[src/rtl/cpu_pkg.sv]
// Shared constants, state/class enums and the opcode
// class decoder for the datapath control sequencer.
package cpu_pkg;

  localparam int NUM_REGS = 16;

  localparam int OP_HI = 31;
  localparam int OP_LO = 27;
  localparam int RA_HI = 26;
  localparam int RA_LO = 23;
  localparam int RB_HI = 22;
  localparam int RB_LO = 19;
  localparam int RC_HI = 18;
  localparam int RC_LO = 15;

  localparam logic [4:0] OP_ADD  = 5'b00011;
  localparam logic [4:0] OP_SUB  = 5'b00100;
  localparam logic [4:0] OP_AND  = 5'b00101;
  localparam logic [4:0] OP_OR   = 5'b00110;
  localparam logic [4:0] OP_SHR  = 5'b00111;
  localparam logic [4:0] OP_SHL  = 5'b01000;
  localparam logic [4:0] OP_ROR  = 5'b01001;
  localparam logic [4:0] OP_ROL  = 5'b01010;
  localparam logic [4:0] OP_MUL  = 5'b01110;
  localparam logic [4:0] OP_DIV  = 5'b01111;
  localparam logic [4:0] OP_NEG  = 5'b10001;
  localparam logic [4:0] OP_NOT  = 5'b10010;
  localparam logic [4:0] OP_HALT = 5'b11011;

  typedef enum logic [3:0] {
    S_IDLE, S_T0, S_T1, S_T2, S_T3,
    S_T4, S_T5, S_T6, S_HALT
  } state_e;

  typedef enum logic [2:0] {
    C_BIN, C_UN, C_MD, C_HALT, C_ILL
  } op_class_e;

  function automatic op_class_e op_class(
    input logic [4:0] op
  );
    case (op)
      OP_ADD, OP_SUB, OP_AND, OP_OR,
      OP_SHR, OP_SHL, OP_ROR, OP_ROL:
        op_class = C_BIN;
      OP_NEG, OP_NOT:
        op_class = C_UN;
      OP_MUL, OP_DIV:
        op_class = C_MD;
      OP_HALT:
        op_class = C_HALT;
      default:
        op_class = C_ILL;
    endcase
  endfunction

endpackage

[src/rtl/datapath_control_unit_if.sv]
// Control-unit <-> datapath bundle: IR, start and
// memory handshake in; all strobes and selects out.
interface datapath_control_unit_if;
  import cpu_pkg::*;

  logic                start;
  logic [31:0]         IR;
  logic                mem_ready;
  logic                PCout;
  logic                MARin;
  logic                IncPC;
  logic                Zin;
  logic                Zlowout;
  logic                Zhighout;
  logic                PCin;
  logic                Read;
  logic                MDRin;
  logic                MDRout;
  logic                IRin;
  logic                Yin;
  logic                HIin;
  logic                LOin;
  logic [NUM_REGS-1:0] Rin;
  logic [NUM_REGS-1:0] Rout;
  logic [4:0]          opcode;
  logic                run;
  logic                illegal;

  modport master (
    input  start, IR, mem_ready,
    output PCout, MARin, IncPC, Zin,
    output Zlowout, Zhighout, PCin, Read,
    output MDRin, MDRout, IRin, Yin,
    output HIin, LOin, Rin, Rout,
    output opcode, run, illegal
  );

  modport slave (
    output start, IR, mem_ready,
    input  PCout, MARin, IncPC, Zin,
    input  Zlowout, Zhighout, PCin, Read,
    input  MDRin, MDRout, IRin, Yin,
    input  HIin, LOin, Rin, Rout,
    input  opcode, run, illegal
  );
endinterface

[src/rtl/reg_select_decoder.sv]
// 4-to-16 one-hot register select with enable.
// en=0 gives all zeros; sel picks the hot bit.
module reg_select_decoder
  import cpu_pkg::*;
(
  input  logic                en,
  input  logic [3:0]          sel,
  output logic [NUM_REGS-1:0] onehot
);

  always_comb begin
    onehot = '0;
    if (en) onehot[sel] = 1'b1;
  end

endmodule

[src/rtl/datapath_control_unit.sv]
// Hardwired fetch/execute sequencer: Clock, clear (async
// low), bus = control bundle (master side).
module datapath_control_unit
  import cpu_pkg::*;
(
  input  logic Clock,
  input  logic clear,
  datapath_control_unit_if.master bus
);

  state_e      state;
  op_class_e   cls;
  logic [1:0]  rst_sync;
  logic        rst_ok;
  logic [4:0]  op;
  logic [3:0]  ra;
  logic [3:0]  rb;
  logic [3:0]  rc;
  logic [4:0]  opcode_q;
  logic        run_q;
  logic        alu_op;
  logic        rin_en;
  logic        rout_en;
  logic [3:0]  rout_sel;
  logic        unused_ir;

  assign op  = bus.IR[OP_HI:OP_LO];
  assign ra  = bus.IR[RA_HI:RA_LO];
  assign rb  = bus.IR[RB_HI:RB_LO];
  assign rc  = bus.IR[RC_HI:RC_LO];
  assign cls = op_class(op);
  assign unused_ir = ^bus.IR[RC_LO-1:0];

  assign alu_op = (cls == C_BIN) || (cls == C_UN);

  // Reset asserts at once but releases after two edges.
  always_ff @(posedge Clock or negedge clear) begin
    if (!clear) rst_sync <= '0;
    else        rst_sync <= {rst_sync[0], 1'b1};
  end

  assign rst_ok = rst_sync[1];

  always_ff @(posedge Clock or negedge clear) begin
    if (!clear) begin
      state    <= S_IDLE;
      run_q    <= 1'b0;
      opcode_q <= '0;
    end else begin
      unique case (state)
        S_IDLE:
          if (rst_ok && bus.start) begin
            state <= S_T0;
            run_q <= 1'b1;
          end
        S_T0: state <= S_T1;
        S_T1: if (bus.mem_ready) state <= S_T2;
        S_T2: state <= S_T3;
        S_T3:
          case (cls)
            C_HALT: begin
              state <= S_HALT;
              run_q <= 1'b0;
            end
            C_ILL: state <= S_T0;
            default: begin
              state    <= S_T4;
              opcode_q <= op;
            end
          endcase
        S_T4: state <= S_T5;
        S_T5:
          state <= (cls == C_MD) ? S_T6 : S_T0;
        S_T6: state <= S_T0;
        S_HALT: state <= S_HALT;
      endcase
    end
  end

  // Strobes decode from state and IR only; IR is
  // loaded on the edge that enters T3, so it cannot
  // be pre-registered from the T2 view.
  always_comb begin
    bus.PCout    = 1'b0;
    bus.MARin    = 1'b0;
    bus.IncPC    = 1'b0;
    bus.Zin      = 1'b0;
    bus.Zlowout  = 1'b0;
    bus.Zhighout = 1'b0;
    bus.PCin     = 1'b0;
    bus.Read     = 1'b0;
    bus.MDRin    = 1'b0;
    bus.MDRout   = 1'b0;
    bus.IRin     = 1'b0;
    bus.Yin      = 1'b0;
    bus.HIin     = 1'b0;
    bus.LOin     = 1'b0;
    bus.illegal  = 1'b0;
    rin_en       = 1'b0;
    rout_en      = 1'b0;
    rout_sel     = rb;
    unique case (state)
      S_T0: begin
        bus.PCout = 1'b1;
        bus.MARin = 1'b1;
        bus.IncPC = 1'b1;
        bus.Zin   = 1'b1;
      end
      S_T1: begin
        bus.Zlowout = 1'b1;
        bus.PCin    = 1'b1;
        bus.Read    = 1'b1;
        bus.MDRin   = 1'b1;
      end
      S_T2: begin
        bus.MDRout = 1'b1;
        bus.IRin   = 1'b1;
      end
      S_T3: begin
        bus.illegal = (cls == C_ILL);
        if (alu_op || cls == C_MD) begin
          bus.Yin = 1'b1;
          rout_en = 1'b1;
        end
      end
      S_T4: begin
        bus.Zin = 1'b1;
        rout_en = 1'b1;
        if (cls != C_UN) rout_sel = rc;
      end
      S_T5: begin
        bus.Zlowout = 1'b1;
        bus.LOin    = (cls == C_MD);
        rin_en      = alu_op;
      end
      S_T6: begin
        bus.Zhighout = 1'b1;
        bus.HIin     = 1'b1;
      end
      S_IDLE, S_HALT: ;
    endcase
  end

  reg_select_decoder u_rin (
    .en     (rin_en),
    .sel    (ra),
    .onehot (bus.Rin)
  );

  reg_select_decoder u_rout (
    .en     (rout_en),
    .sel    (rout_sel),
    .onehot (bus.Rout)
  );

  assign bus.opcode = opcode_q;
  assign bus.run    = run_q;

endmodule

[src/flat_wrapper.sv]
// flat-port wrapper written by rule: the top's interface ports become plain ports
module datapath_control_unit_flat import cpu_pkg::*;
  (Clock, clear, bus_start, bus_IR, bus_mem_ready, bus_PCout, bus_MARin, bus_IncPC, bus_Zin, bus_Zlowout, bus_Zhighout, bus_PCin, bus_Read, bus_MDRin, bus_MDRout, bus_IRin, bus_Yin, bus_HIin, bus_LOin, bus_Rin, bus_Rout, bus_opcode, bus_run, bus_illegal);
  datapath_control_unit_if bus_i ();
  input  logic Clock;
  input  logic clear;
  input wire logic [$bits(bus_i.start)-1:0] bus_start;
  input wire logic [$bits(bus_i.IR)-1:0] bus_IR;
  input wire logic [$bits(bus_i.mem_ready)-1:0] bus_mem_ready;
  output wire logic [$bits(bus_i.PCout)-1:0] bus_PCout;
  output wire logic [$bits(bus_i.MARin)-1:0] bus_MARin;
  output wire logic [$bits(bus_i.IncPC)-1:0] bus_IncPC;
  output wire logic [$bits(bus_i.Zin)-1:0] bus_Zin;
  output wire logic [$bits(bus_i.Zlowout)-1:0] bus_Zlowout;
  output wire logic [$bits(bus_i.Zhighout)-1:0] bus_Zhighout;
  output wire logic [$bits(bus_i.PCin)-1:0] bus_PCin;
  output wire logic [$bits(bus_i.Read)-1:0] bus_Read;
  output wire logic [$bits(bus_i.MDRin)-1:0] bus_MDRin;
  output wire logic [$bits(bus_i.MDRout)-1:0] bus_MDRout;
  output wire logic [$bits(bus_i.IRin)-1:0] bus_IRin;
  output wire logic [$bits(bus_i.Yin)-1:0] bus_Yin;
  output wire logic [$bits(bus_i.HIin)-1:0] bus_HIin;
  output wire logic [$bits(bus_i.LOin)-1:0] bus_LOin;
  output wire logic [$bits(bus_i.Rin)-1:0] bus_Rin;
  output wire logic [$bits(bus_i.Rout)-1:0] bus_Rout;
  output wire logic [$bits(bus_i.opcode)-1:0] bus_opcode;
  output wire logic [$bits(bus_i.run)-1:0] bus_run;
  output wire logic [$bits(bus_i.illegal)-1:0] bus_illegal;
  assign bus_i.start = bus_start;
  assign bus_i.IR = bus_IR;
  assign bus_i.mem_ready = bus_mem_ready;
  assign bus_PCout = bus_i.PCout;
  assign bus_MARin = bus_i.MARin;
  assign bus_IncPC = bus_i.IncPC;
  assign bus_Zin = bus_i.Zin;
  assign bus_Zlowout = bus_i.Zlowout;
  assign bus_Zhighout = bus_i.Zhighout;
  assign bus_PCin = bus_i.PCin;
  assign bus_Read = bus_i.Read;
  assign bus_MDRin = bus_i.MDRin;
  assign bus_MDRout = bus_i.MDRout;
  assign bus_IRin = bus_i.IRin;
  assign bus_Yin = bus_i.Yin;
  assign bus_HIin = bus_i.HIin;
  assign bus_LOin = bus_i.LOin;
  assign bus_Rin = bus_i.Rin;
  assign bus_Rout = bus_i.Rout;
  assign bus_opcode = bus_i.opcode;
  assign bus_run = bus_i.run;
  assign bus_illegal = bus_i.illegal;
  datapath_control_unit u_core (.Clock(Clock), .clear(clear), .bus(bus_i));
endmodule
[config.mk]
export PLATFORM = sky130hd
export DESIGN_NAME = datapath_control_unit_flat
export DESIGN_NICKNAME = d
export VERILOG_FILES = /design/src/rtl/cpu_pkg.sv /design/src/rtl/datapath_control_unit_if.sv /design/src/rtl/reg_select_decoder.sv /design/src/rtl/datapath_control_unit.sv /design/src/flat_wrapper.sv
export SDC_FILE = /design/constraint.sdc
export NUM_CORES = 1
export LEC_CHECK = 0
export CORE_MARGIN = 5
export CORE_UTILIZATION = 41
export DETAILED_ROUTE_END_ITERATION = 8
export GPL_TIMING_DRIVEN = 0
export PLACE_DENSITY = 0.95
export RECOVER_POWER = 50
export SLEW_MARGIN = 20
export SYNTH_ARGS = -nofsm -noshare
export SYNTH_HDL_FRONTEND = slang
export SYNTH_SLANG_ARGS = --single-unit
export TNS_END_PERCENT = 1
[constraint.sdc]
create_clock -name Clock -period 3.47 [get_ports Clock]
set_input_delay 0.347 -clock Clock [delete_from_list [all_inputs] [get_ports Clock]]
set_output_delay 0.347 -clock Clock [all_outputs]
set_load 0.1 [all_outputs]
* Word level (Yosys, flattened, before mapping)
Memory sizes are Yosys's and may differ from the RTL's.
Index checks and enable logic that the tools add are counted.
** Operators by class
- Magnitude comparators :: 4
- Eq/ne operators :: 16
- Muxes and demuxes :: 28
- Bitwise gates (word level) :: 1
- Reductions and logical operators :: 14
** Operators by type and width (count)
- $pmux 4 s9 :: 1
- $mux 16 :: 2
- $eq 4x3->1 const B :: 4
- $mux 4 :: 4
- $mux 1 :: 15
- $lt 4x5->1 const B :: 2
- $demux 1 s4 :: 2
- $eq 4x2->1 const B :: 2
- $ge 4x1->1 const B :: 2
- $pmux 4 s2 :: 1
- $eq 3x2->1 const B :: 2
- $reduce_or 2->1 :: 3
- $eq 4x1->1 const B :: 1
- $eq 4x4->1 const B :: 1
- $logic_not 4->1 :: 1
- $ne 2x1->1 const B :: 2
- $pmux 1 s2 :: 2
- $reduce_and 2->1 :: 2
- $eq 3x1->1 const B :: 1
- $eq 3x3->1 const B :: 1
- $logic_and 1x1->1 :: 3
- $logic_not 3->1 :: 1
- $mux 3 :: 1
- $ne 3x1->1 const B :: 1
- 5 further kinds :: 6
** Storage, ports and cells
- Bits in registers :: 12
- ROM bits :: 96
- Input bits :: 36
- Output and inout bits :: 53
- Logic and storage cells :: 68
- Memories :: 1
** Memory list
- (no name shown) :: words 32, bits a word 3, read ports 1, clocked after Yosys merged registers in 0, write ports 0, RTL line cpu_pkg.sv:42 : case (op)

* Logic depth before layout (Yosys ltp)
Gate-level depths: netlist (run 1).
An unclocked memory read counts as a cell.
- Word-level depth :: 9
- Depth in mapped cells :: 7
- Depth with buffers taken out :: 6

* By module
Synthesis (run 1) repeated with hierarchy kept, for this count alone.
** Unflattened totals
- Cells, all modules :: 142
- Area total of the unflattened synthesis :: 1136.1 um^2
** Modules (own cells, without submodules)
- datapath_control_unit :: instances 1, cells each 96, area an instance 900.9 um^2, sequential area each 300.3 um^2
- reg_select_decoder :: instances 2, cells each 23, area an instance 117.6 um^2, sequential area each 0.0 um^2

* Worst setup path before layout (run 1)
OpenSTA, ideal clock, no wires.
- Path type :: register to output
- Start point :: register u_core.state[0]
- End point :: output bus_Rin[0]
- Arrival time :: 4.028 ns
- Data required time :: 3.123 ns
- Setup slack :: -0.905 ns
- Stages on the path, launching flop included :: 6
- Path buffers :: 2
- Cells stage by stage :: dfrtp_1 > buf_6 > nand2b_1 > or3_1 > buf_2 > nor4_1
** On the way
- Longest elaborated chain between the ends :: 3
** RTL lines
- start, declared :: RTL line datapath_control_unit.sv:11 : state_e state;
- start signal, assigned :: RTL line datapath_control_unit.sv:73 : state <= (cls == C_MD) ? S_T6 : S_T0;
- $eq 4x3->1 :: RTL line datapath_control_unit.sv:102 : unique case (state)
- $mux 1 :: RTL line datapath_control_unit.sv:102
- $mux 16 :: RTL line reg_select_decoder.sv:13 : if (en) onehot[sel] = 1'b1;
- end, declared :: RTL line flat_wrapper.sv:24 : output wire logic [$bits(bus_i.Rin)-1:0] bus_Rin;
No other way between the ends.

* Final worst setup path (run 1)
- Start point :: input bus_IR[28]
- End point :: output bus_Rin[6]
** On the way
- Longest elaborated chain between the ends :: 5
- Elaborated cells on any way between the ends :: 6
- Those cells by class :: eq/ne: 1; mux: 2; reduce/logical: 2; memory: 1
** RTL lines
- start, declared :: RTL line flat_wrapper.sv:8 : input wire logic [$bits(bus_i.IR)-1:0] bus_IR;
- $mem_v2 32x3 *
- $eq 3x1->1 / $logic_not 3->1 (equally long branches) :: RTL line datapath_control_unit.sv:34 : assign alu_op = (cls == C_BIN) || (cls == C_UN);
- $logic_or 1x1->1 * :: RTL line datapath_control_unit.sv:34
- $mux 1 * :: RTL line datapath_control_unit.sv:102
- $mux 16 * :: RTL line reg_select_decoder.sv:13
Every way passes the cells marked *; elsewhere a longest branch is shown, timed or not.

==> results of run 1 <==
[logic make-up (layout without fill, tap and decap cells)]
family,after synthesis,after routing,synth area share
simple gates,104,104,0.435
flops,12,12,0.198
other cells,1,1,0.00247
buf+inv,24,99,0.105
compound gates,28,28,0.183
xor+xnor,1,1,0.00576
fa+ha+maj,2,2,0.0165
mux,6,6,0.0560
[state kept, by name, indices dropped and copies added, names as in the netlist]
signal             flops
u_core.bus.opcode      5
u_core.bus.run         1
u_core.rst_sync        2
u_core.state           4
[metrics by stage]
stage,TNS [ns],utilization
floorplan,-7.23,-
global placement,-4.56,0.633
detailed placement,-6.01,0.633
CTS,0,0.633
global route,-0.445,0.613
finish,0,0.613
[final cells by class]
| cell class | instances | area share |
|---|---|---|
| multi-input cells | 142 | 0.464 |
| plain buffers | 18 | 0.0612 |
| flip-flops and latches | 12 | 0.135 |
| inverters | 6 | 0.0101 |
| repair buffers | 72 | 0.284 |
| well taps | 48 | 0.0270 |
| clock buffers | 3 | 0.0185 |
[worst min path at each step]
stage	start	end	slack, ns	cells after the start
4_1_cts	u_core.rst_sync[0]	u_core.rst_sync[1]	0.35	0
3_3_place_gp	u_core.rst_sync[0]	u_core.rst_sync[1]	0.33	0
2_1_floorplan	clear	u_core.bus.opcode[0]	0.05	0
5_1_grt	u_core.rst_sync[0]	u_core.rst_sync[1]	0.36	0
3_5_place_dp	u_core.rst_sync[0]	u_core.rst_sync[1]	0.34	0
6_report	u_core.rst_sync[0]	u_core.rst_sync[1]	0.34	0
[cell usage after synthesis, types with 3 or more instances]
| library cell | number |
|---|---|
| nor2_1 | 30 |
| nand2_1 | 13 |
| dfrtp_1 | 12 |
| nor3_1 | 11 |
| nand3_1 | 8 |
| nor4_2 | 8 |
| buf_4 | 7 |
| inv_1 | 6 |
| nor2b_1 | 6 |
| nor4_1 | 6 |
| buf_6 | 5 |
| mux2_4 | 5 |
| nor3b_1 | 5 |
| a31oi_2 | 4 |
| buf_2 | 4 |
| o221ai_2 | 4 |
| a21oi_1 | 3 |
| a31oi_1 | 3 |
| o21ai_0 | 3 |
[repair_timing]
item,CTS,global route
cloned,0,0
hold buffers,0,0
endpoints found under the setup margin,34,24
endpoints found under the hold margin,0,0
resized for setup,34,42
[layer usage]
layer  up-vias  part of all wire  global-route usage
met5         -                 0                   0
met4         0             0.019              0.0522
met3         8             0.060              0.0355
met2        52              0.52               0.290
met1       765              0.40               0.192
li1        802                 -                   -
[cells in the final DEF, fill, tap and decap left out, drive strengths merged, types with 3 or more instances in the layout]
cell type	synthesis	layout
nor2	30	30
clkdlybuf4s50	0	27
clkbuf	1	19
buf	17	17
nor4	16	16
nand2	13	13
dfrtp	12	12
nor3	11	11
dlygate4sd3	0	11
dlygate4sd2	0	10
nand3	9	9
clkdlybuf4s15	0	9
nor2b	7	7
nor3b	7	7
a31oi	7	7
inv	6	6
mux2	5	5
o221ai	4	4
a21oi	4	4
o21ai	4	4
nand2b	3	3
[where the power goes]
group          switching (µW)  internal, µW
clock network            46.3          76.1
logic                     983           340
registers                23.5           187
==> flow_summary.yaml, run 1 <==
global_route:
  grt_max_degree: 13
  grt_pass1_vias: 1542
  grt_overflow: 0
  groute.usage.overall: 0.163
  antenna_found_initial: 0
  grt_pass1_wl_um: 6840
routing:
  routed_via_density: 5.41
  drt_iter0_markers: 80
  wl_um: 4130
  antenna_violating_nets_post_route: 0
  wl_per_cell_um: 13.7
  dr.pass1.iters: 4
  num_vias: 1627
  drcViolationCount: 0
worst_setup_path:
  cp_num_cells: 8
  crit_path_start_kind: "input port"
  critPathSlowestCell: "clkdlybuf4s15_1"
  slowest_delay_ns: 0.88
  cp.required_ns: 3.12
  critPathTopFamily: "buffers and inverters"
  cp_max_fo: 10
  crit_chain: "clkdlybuf4s50_1, ha_1, mux2i_1, and2b_1, a21oi_2, buf_4, nor4_2, clkdlybuf4s15_1"
  endpoint: "bus_Rin[6]"
  r2r-end: "u_core.bus.opcode[3]"
  worstPathBufferInverterCount: 3
  cp-startpoint: "bus_IR[28]"
  r2r_setup_slack_ns: 1.72
  reg2reg_depth: 5
  end_kind: "output port"
  worst_ep_arrival_time_ns: 3.07
  crit-reg2reg-launch: "u_core.state[3]"
  critical_path_class: "in2out"
die:
  start_util: 0.418
  dieArea_mm2: 0.00503
  die_y_um: 70.9
  core_mm2: 0.00363
  chipWidth_um: 70.9
  ios: 89
  row_count: 22
timing:
  slew_violations: 0
  slew_headroom: 0.343
  setup_ws_ns: 0.0537
  rsz0062_at_grt: "true"
  fmax_mhz: 293
  hold_viol: 0
  min_period_ns: 3.42
  timing.hold.ws_ns: 0.341
  worstMarginPinSlew_ns: 0.982
  post-route-period-util: 0.985
  setup_viol: 0
  skew_ns: 0.00172
layout:
  synthToLayoutAreaGrowth_pct: 46.5
  multi_input_area_mm2: 0.00103
  finalInstanceArea_mm2: 0.00223
  finalNetCount: 293
  fillerInstances: 345
  antenna_cells: 0
  seqCellArea_um2: 300
  drive_gt1_frac: 0.245
  fin_cells: 301
synth:
  ys_seq_elements: 12
  synthTopCellsByArea: "dfrtp_1 (20%), nor2_1 (7.4%), nor4_2 (6.6%), mux2_4 (4.9%), o221ai_2 (4.0%)"
  synthDominantAreaCellType: "dfrtp_1"
  synth-seq-area-share: 0.198
  synth_area_per_cell_um2: 8.54
  synthDistinctLibCells: 47
  ys.flop_type: "dfrtp_1"
  ys_warn_count: 0
  async_flop_share: 1.00
  syn_inst: 178
  syn_area_mm2: 0.00152
  synth_edf_count: 0
  synth_top_area_frac: 0.198
  syn-num-nets: 216
placement:
  io_buffer_count: 72
  gp_congestion: 0.743
  place_hpwl_um: 3430
  place_area_mm2: 0.00230
  dp_worst_setup_slack_ns: -0.287
  dp.cells: 298
pwr:
  ir_worst_vdd_uv: 733
  fin_total_pwr_uw: 1660
  pwr_density_cell_mw_per_mm2: 744
  p_leak_uw: 0.000908
clock_tree:
  root_buffer: "clkbuf_8"
  cts_tree: "done"
  htreeDepth: 1
  clk_pin_slew_worst_paths_ns: 0.05
  cts_buffers: 3
  insertion_delay_ns: 0.24
  cts.sinks: 12
  cts.path.max_buffers: 2
  post_cts_buffers: 0
job:
  cap_violations: 0
outcome:
  run_status: "complete, no violations"
worst_hold_path:
  min_path_type: "reg2reg"
(Power assumes the default switching activity.)
==> run 2: changes to the inputs <==
==> constraint.sdc (replaced) <==
create_clock -name Clock -period 3.47 [get_ports Clock]
set_input_delay 0.694 -clock Clock [delete_from_list [all_inputs] [get_ports Clock]]
set_output_delay 0.694 -clock Clock [all_outputs]
set_load 0.1 [all_outputs]
==> flow_summary.yaml, run 2 (same netlist as run 1, synthesis figures left out) <==
layout:
  final_common_cell: "buf_6"
  synthToLayoutAreaGrowth_pct: 63.2
  fin_cells: 305
  largest_register_ffs: 5
  drive_gt1_frac: 0.381
  layout_common_cells: "buf_6 (31), nor2_1 (28), clkdlybuf4s50_1 (23)"
  finalNetCount: 296
  fillerInstances: 288
  antenna_cells: 0
routing:
  drt_iter0_markers: 60
  wl_um: 4360
  wl_met3_um: 224
  antenna_violating_nets_post_route: 0
  wl_met2_um: 2300
  wl_met1_um: 1780
  wl_per_cell_um: 14.3
  top_layer: "met4"
  num_vias: 1611
  routed_via_density: 5.28
  drcViolationCount: 0
  dr.pass1.iters: 4
worst_setup_path:
  worstPathBufferInverterCount: 3
  cp.required_ns: 2.78
  crit_chain: "buf_2, nand2b_4, nor3_1, buf_4, clkdlybuf4s50_1"
  critical_path_class: "reg2out"
  cp_num_cells: 5
  reg2reg_depth: 5
  cp-startpoint: "u_core.state[1]"
  worst_ep_arrival_time_ns: 2.60
  cp_max_fo: 10
  endpoint: "bus_MARin"
  slowest_delay_ns: 1.12
  end_kind: "output port"
  r2r_setup_slack_ns: 1.73
  crit_path_start_kind: "flip-flop"
  crit-reg2reg-launch: "u_core.state[3]"
  critPathTopFamily: "buffers and inverters"
  r2r-end: "u_core.bus.opcode[0]"
  critPathSlowestCell: "clkdlybuf4s50_1"
clock_tree:
  htreeDepth: 1
  cts_hold_buffers: 0
  cts_tree: "done"
  cts.sinks: 12
  cts.path.max_buffers: 2
  cts_buffers: 3
  insertion_delay_ns: 0.24
  clk_pin_slew_worst_paths_ns: 0.05
  root_buffer: "clkbuf_8"
global_route:
  grt_max_degree: 13
  grt_pass1_vias: 1536
  grt_overflow: 0
  antenna_found_initial: 0
  grt_pass1_wl_um: 6900
  groute.usage.overall: 0.164
timing:
  hold_viol: 0
  setup-tns-final_ns: 0
  skew_ns: 0.000726
  timing.hold.ws_ns: 0.346
  fmax_mhz: 303
  worstMarginPinSlew_ns: 1.20
  min_period_ns: 3.30
  rsz0062_at_grt: "false"
  slew_violations: 0
  slew_headroom: 0.206
  post-route-period-util: 0.950
  setup_ws_ns: 0.174
  setup_viol: 0
die:
  start_util: 0.418
  die_y_um: 70.9
  row_count: 22
  ios: 89
  core_mm2: 0.00363
  dieArea_mm2: 0.00503
  chipWidth_um: 70.9
pwr:
  p_comb_frac: 0.790
  p_sw_frac: 0.626
  ir_worst_vdd_uv: 496
  pwr_density_cell_mw_per_mm2: 695
  p_seq_frac: 0.121
  p_leak_uw: 0.000976
  clock_power_share: 0.089
  p_sw_uw: 1080
  intPower_uw: 645
placement:
  dp.cells: 298
  dp_worst_setup_slack_ns: -0.979
  place_hpwl_um: 3400
  io_buffer_count: 72
  gp_congestion: 0.760
worst_hold_path:
  min_path_type: "reg2reg"
job:
  cap_violations: 0
outcome:
  run_status: "complete, no violations"
-- run 2: cell types whose count changed in the layout (fill, tap and decap cells not counted), moves of 3 or more --
cell | previous run | this run
buf_6 | 5 | 31
clkbuf_2 | 15 | 4
dlygate4sd2_1 | 10 | 0
clkdlybuf4s15_1 | 9 | 0
buf_4 | 7 | 13
nor4_1 | 6 | 0
clkdlybuf4s50_1 | 27 | 23
nor4_4 | 2 | 6
clkbuf_1 | 1 | 4
dlymetal6s2s_1 | 0 | 3
-- run 2: cell type report --
cell class	instances	area [µm²]	share of cell area
plain buffers	18	146	0.0590
clock buffers	4	55.1	0.0222
inverters	6	22.5	0.00908
multi-input cells	142	1140	0.461
flip-flops and latches	12	300	0.121
well taps	48	60.1	0.0242
repair buffers	75	753	0.304
-- run 2: power by group through the flow --
stage	registers, µW	logic [µW]	clock network [µW]
final	209	1360	154
after global routing	216	1420	162
after CTS	212	1380	158
after detailed placement	213	1380	0
after global placement	213	1360	0
after floorplan	418	898	0
-- run 2: through the flow --
step           utilization  area [µm²]  total power [µW]
2_1_floorplan            -        1570              1320
3_3_place_gp         0.646        2350              1570
3_5_place_dp         0.646        2350              1590
4_1_cts              0.668        2430              1750
5_1_grt              0.683        2480              1790
6_report             0.683        2480              1720
-- run 2: worst min path at each step --
| stage | start | to | depth (start not counted) |
|---|---|---|---|
| final | u_core.rst_sync[0] | u_core.rst_sync[1] | 0 |
| after detailed placement | u_core.rst_sync[0] | u_core.rst_sync[1] | 0 |
| after CTS | u_core.rst_sync[0] | u_core.rst_sync[1] | 0 |
| after global routing | u_core.rst_sync[0] | u_core.rst_sync[1] | 0 |
| after global placement | u_core.rst_sync[0] | u_core.rst_sync[1] | 0 |
| after floorplan | u_core.rst_sync[0] | u_core.rst_sync[1] | 0 |
-- run 2: routing by layer --
metal  vias up  track usage
met5         -            0
met4         0       0.0501
met3         7       0.0341
met2        49        0.290
met1       752        0.197
li1        803            -
-- run 2: timing repair --
item / CTS / global route
pin swaps: 0 / 8
resized for setup: 247 / 21
gates cloned: 0 / 1
setup endpoints to repair: 35 / 35
buffers inserted: 0 / 2
==> run 3: changes to the inputs <==
CORE_UTILIZATION = 36   (was 41)
SYNTH_HIERARCHICAL = 1   (was not set)
==> flow_summary.yaml, run 3 <==
outcome:
  run_status: "finished with violations"
  violations: "setup timing"
routing:
  routed_via_density: 4.93
  num_vias: 1312
  wl_met2_um: 1980
  drcViolationCount: 0
  dr.pass1.iters: 4
  wl_met1_um: 1480
  antenna_violating_nets_post_route: 0
  wl_um: 3770
  top_layer: "met4"
  wl_met3_um: 291
  drt_iter0_markers: 47
  wl_per_cell_um: 14.2
synth:
  synth_most_common_cell: "nor2_1"
  ys_warn_count: 6
  ys_top_cells_by_count: "nor2_1 (29), nor3_1 (14), dfrtp_1 (12), nand2b_1 (8), buf_4 (7)"
  synth-seq-area-share: 0.264
  synthTopCellsByArea: "dfrtp_1 (26%), nor2_1 (9.6%), nor3_1 (6.2%), mux2_4 (5.3%), buf_4 (4.6%)"
  syn_area_mm2: 0.00114
  syn_inst: 142
  ys.flop_type: "dfrtp_1"
  synth_fa_ha_area_frac: 0.0220
  yosys.area_share.simple: 0.407
  synth_top_area_frac: 0.264
  async_flop_share: 1.00
  synth_compound_area_frac: 0.118
  synth-xor-area-share: 0.00771
  synthDominantAreaCellType: "dfrtp_1"
  ys_seq_elements: 12
  synth_top_family_by_area: "simple AND/OR/NAND/NOR gates"
  synth_edf_count: 0
  synthDistinctLibCells: 39
  synth_area_per_cell_um2: 8.00
  synth.mux.area_fraction: 0.101
  syn-num-nets: 180
layout:
  largest_register_ffs: 5
  finalNetCount: 261
  synthToLayoutAreaGrowth_pct: 82.2
  fin_cells: 266
  antenna_cells: 0
  final_common_cell: "nor2_1"
  post-route-util: 0.683
  layout_common_cells: "nor2_1 (24), clkdlybuf4s50_1 (21), buf_4 (16)"
  finalInstanceArea_mm2: 0.00207
  drive_gt1_frac: 0.423
pwr:
  ir_worst_vdd_uv: 462
  p_leak_uw: 0.000891
  fin_total_pwr_uw: 1570
  pwr_density_cell_mw_per_mm2: 760
clock_tree:
  cts.path.max_buffers: 2
  cts_tree: "done"
  insertion_delay_ns: 0.28
  cts_hold_buffers: 0
  cts.sinks: 12
  cts_buffers: 3
  htreeDepth: 1
  root_buffer: "clkbuf_4"
  clk_pin_slew_worst_paths_ns: 0.08
global_route:
  grt_overflow: 0
  grt_pass1_vias: 1341
  groute.usage.overall: 0.178
  antenna_found_initial: 0
  grt_max_degree: 13
  grt_pass1_wl_um: 6210
timing:
  worstMarginPinSlew_ns: 0.982
  setup_ws_ns: -0.0136
  slew_headroom: 0.343
  post-route-period-util: 1.00
  setup_viol: 1
  hold_viol: 0
  rsz0062_at_grt: "true"
  min_period_ns: 3.48
  fmax_mhz: 287
  skew_ns: 0.00117
  slew_violations: 0
placement:
  dp_worst_setup_slack_ns: -1.60
  place_hpwl_um: 2840
  place_area_mm2: 0.00198
  dp.cells: 259
  io_buffer_count: 73
  gp_congestion: 0.792
worst_setup_path:
  crit_path_start_kind: "input port"
  cp.required_ns: 2.78
  cp-startpoint: "bus_IR[28]"
  crit-reg2reg-launch: "u_core/state[1]"
  cp_max_fo: 5
  worst_ep_arrival_time_ns: 2.79
  end_kind: "output port"
  reg2reg_depth: 5
  r2r-end: "u_core/bus.opcode[3]"
  critical_path_class: "in2out"
  r2r_setup_slack_ns: 1.57
  endpoint: "bus_Rout[0]"
die:
  dieArea_mm2: 0.00438
  start_util: 0.375
  row_count: 20
  chipWidth_um: 66.2
  core_mm2: 0.00303
  die_y_um: 66.2
  ios: 89
job:
  cap_violations: 0
worst_hold_path:
  min_path_type: "reg2reg"
run 3: cell count changes in the layout (fill, tap and decap cells not counted), moves of 5 or more:
cell	previous run	this run
buf_6	31	9
clkbuf_4	0	14
nor4_2	10	1
nand2_1	13	6
nand2b_1	1	7
nand3_1	9	3
nand3b_1	0	6
nor3_2	2	7
nor4_4	6	1
run 3: area by class of cell:
type                       count  area, µm²
multi-input combinational    116        873
buffer                        10       65.1
fill                         249        958
sequential                    12        300
inverter                       4       15.0
clock buffer                   4       36.3
timing repair buffer          76        724
tap                           44       55.1
run 3: report_power, final:
group | total [µW] | internal [µW] | leakage [µW] | switching [µW]
Clock | 115 | 64.0 | 0.0000210 | 50.7
Sequential | 217 | 188 | 0.000146 | 29.7
Combinational | 1240 | 309 | 0.000724 | 932
Total | 1570 | 561 | 0.000891 | 1010
run 3: worst max-delay path: stages:
cell and delay, ns:
buf_2 0.16, ha_4 0.30, nor2b_1 0.05, o21ai_2 0.19, nand3_2 0.12, o21ba_4 0.22, nor3_4 0.19, or3b_4 0.45
nor3_4 0.22, buf_12 0.20
run 3: worst min-delay path by stage:
stage                       start            endpoint  slack, ns  cells after the start
4_1_cts        u_core/rst_sync[0]  u_core/rst_sync[1]       0.36                      0
3_5_place_dp   u_core/rst_sync[0]  u_core/rst_sync[1]       0.34                      0
5_1_grt        u_core/rst_sync[0]  u_core/rst_sync[1]       0.38                      0
6_report       u_core/rst_sync[0]  u_core/rst_sync[1]       0.36                      0
3_3_place_gp   u_core/rst_sync[0]  u_core/rst_sync[1]       0.33                      0
2_1_floorplan  u_core/rst_sync[0]  u_core/rst_sync[1]       0.33                      0
run 3: per-stage QoR:
stage	TNS (ns)	hold WS, ns
2_1_floorplan	-16.89	0.331
3_3_place_gp	-45.02	0.333
3_5_place_dp	-46.18	0.345
4_1_cts	-0.0109	0.362
5_1_grt	-0.250	0.385
6_report	-0.0136	0.359
run 3: repair_timing:
item | in CTS | in global routing
resized for setup | 225 | 36
endpoints found under the setup margin | 35 | 36
pin swaps | 7 | 1
setup buffers | 3 | 0
run 3: kinds of logic after synthesis:
kind of cell,after synthesis
other cells,1
xor+xnor,1
compound gates,18
buf+inv,14
mux,9
flops,12
simple gates,85
fa+ha+maj,2
run 3: routing by layer:
layer | track usage | up-vias
li1 | - | 654
met1 | 0.213 | 611
met2 | 0.315 | 45
met3 | 0.0493 | 2
met4 | 0.0381 | 0
met5 | 0 | -
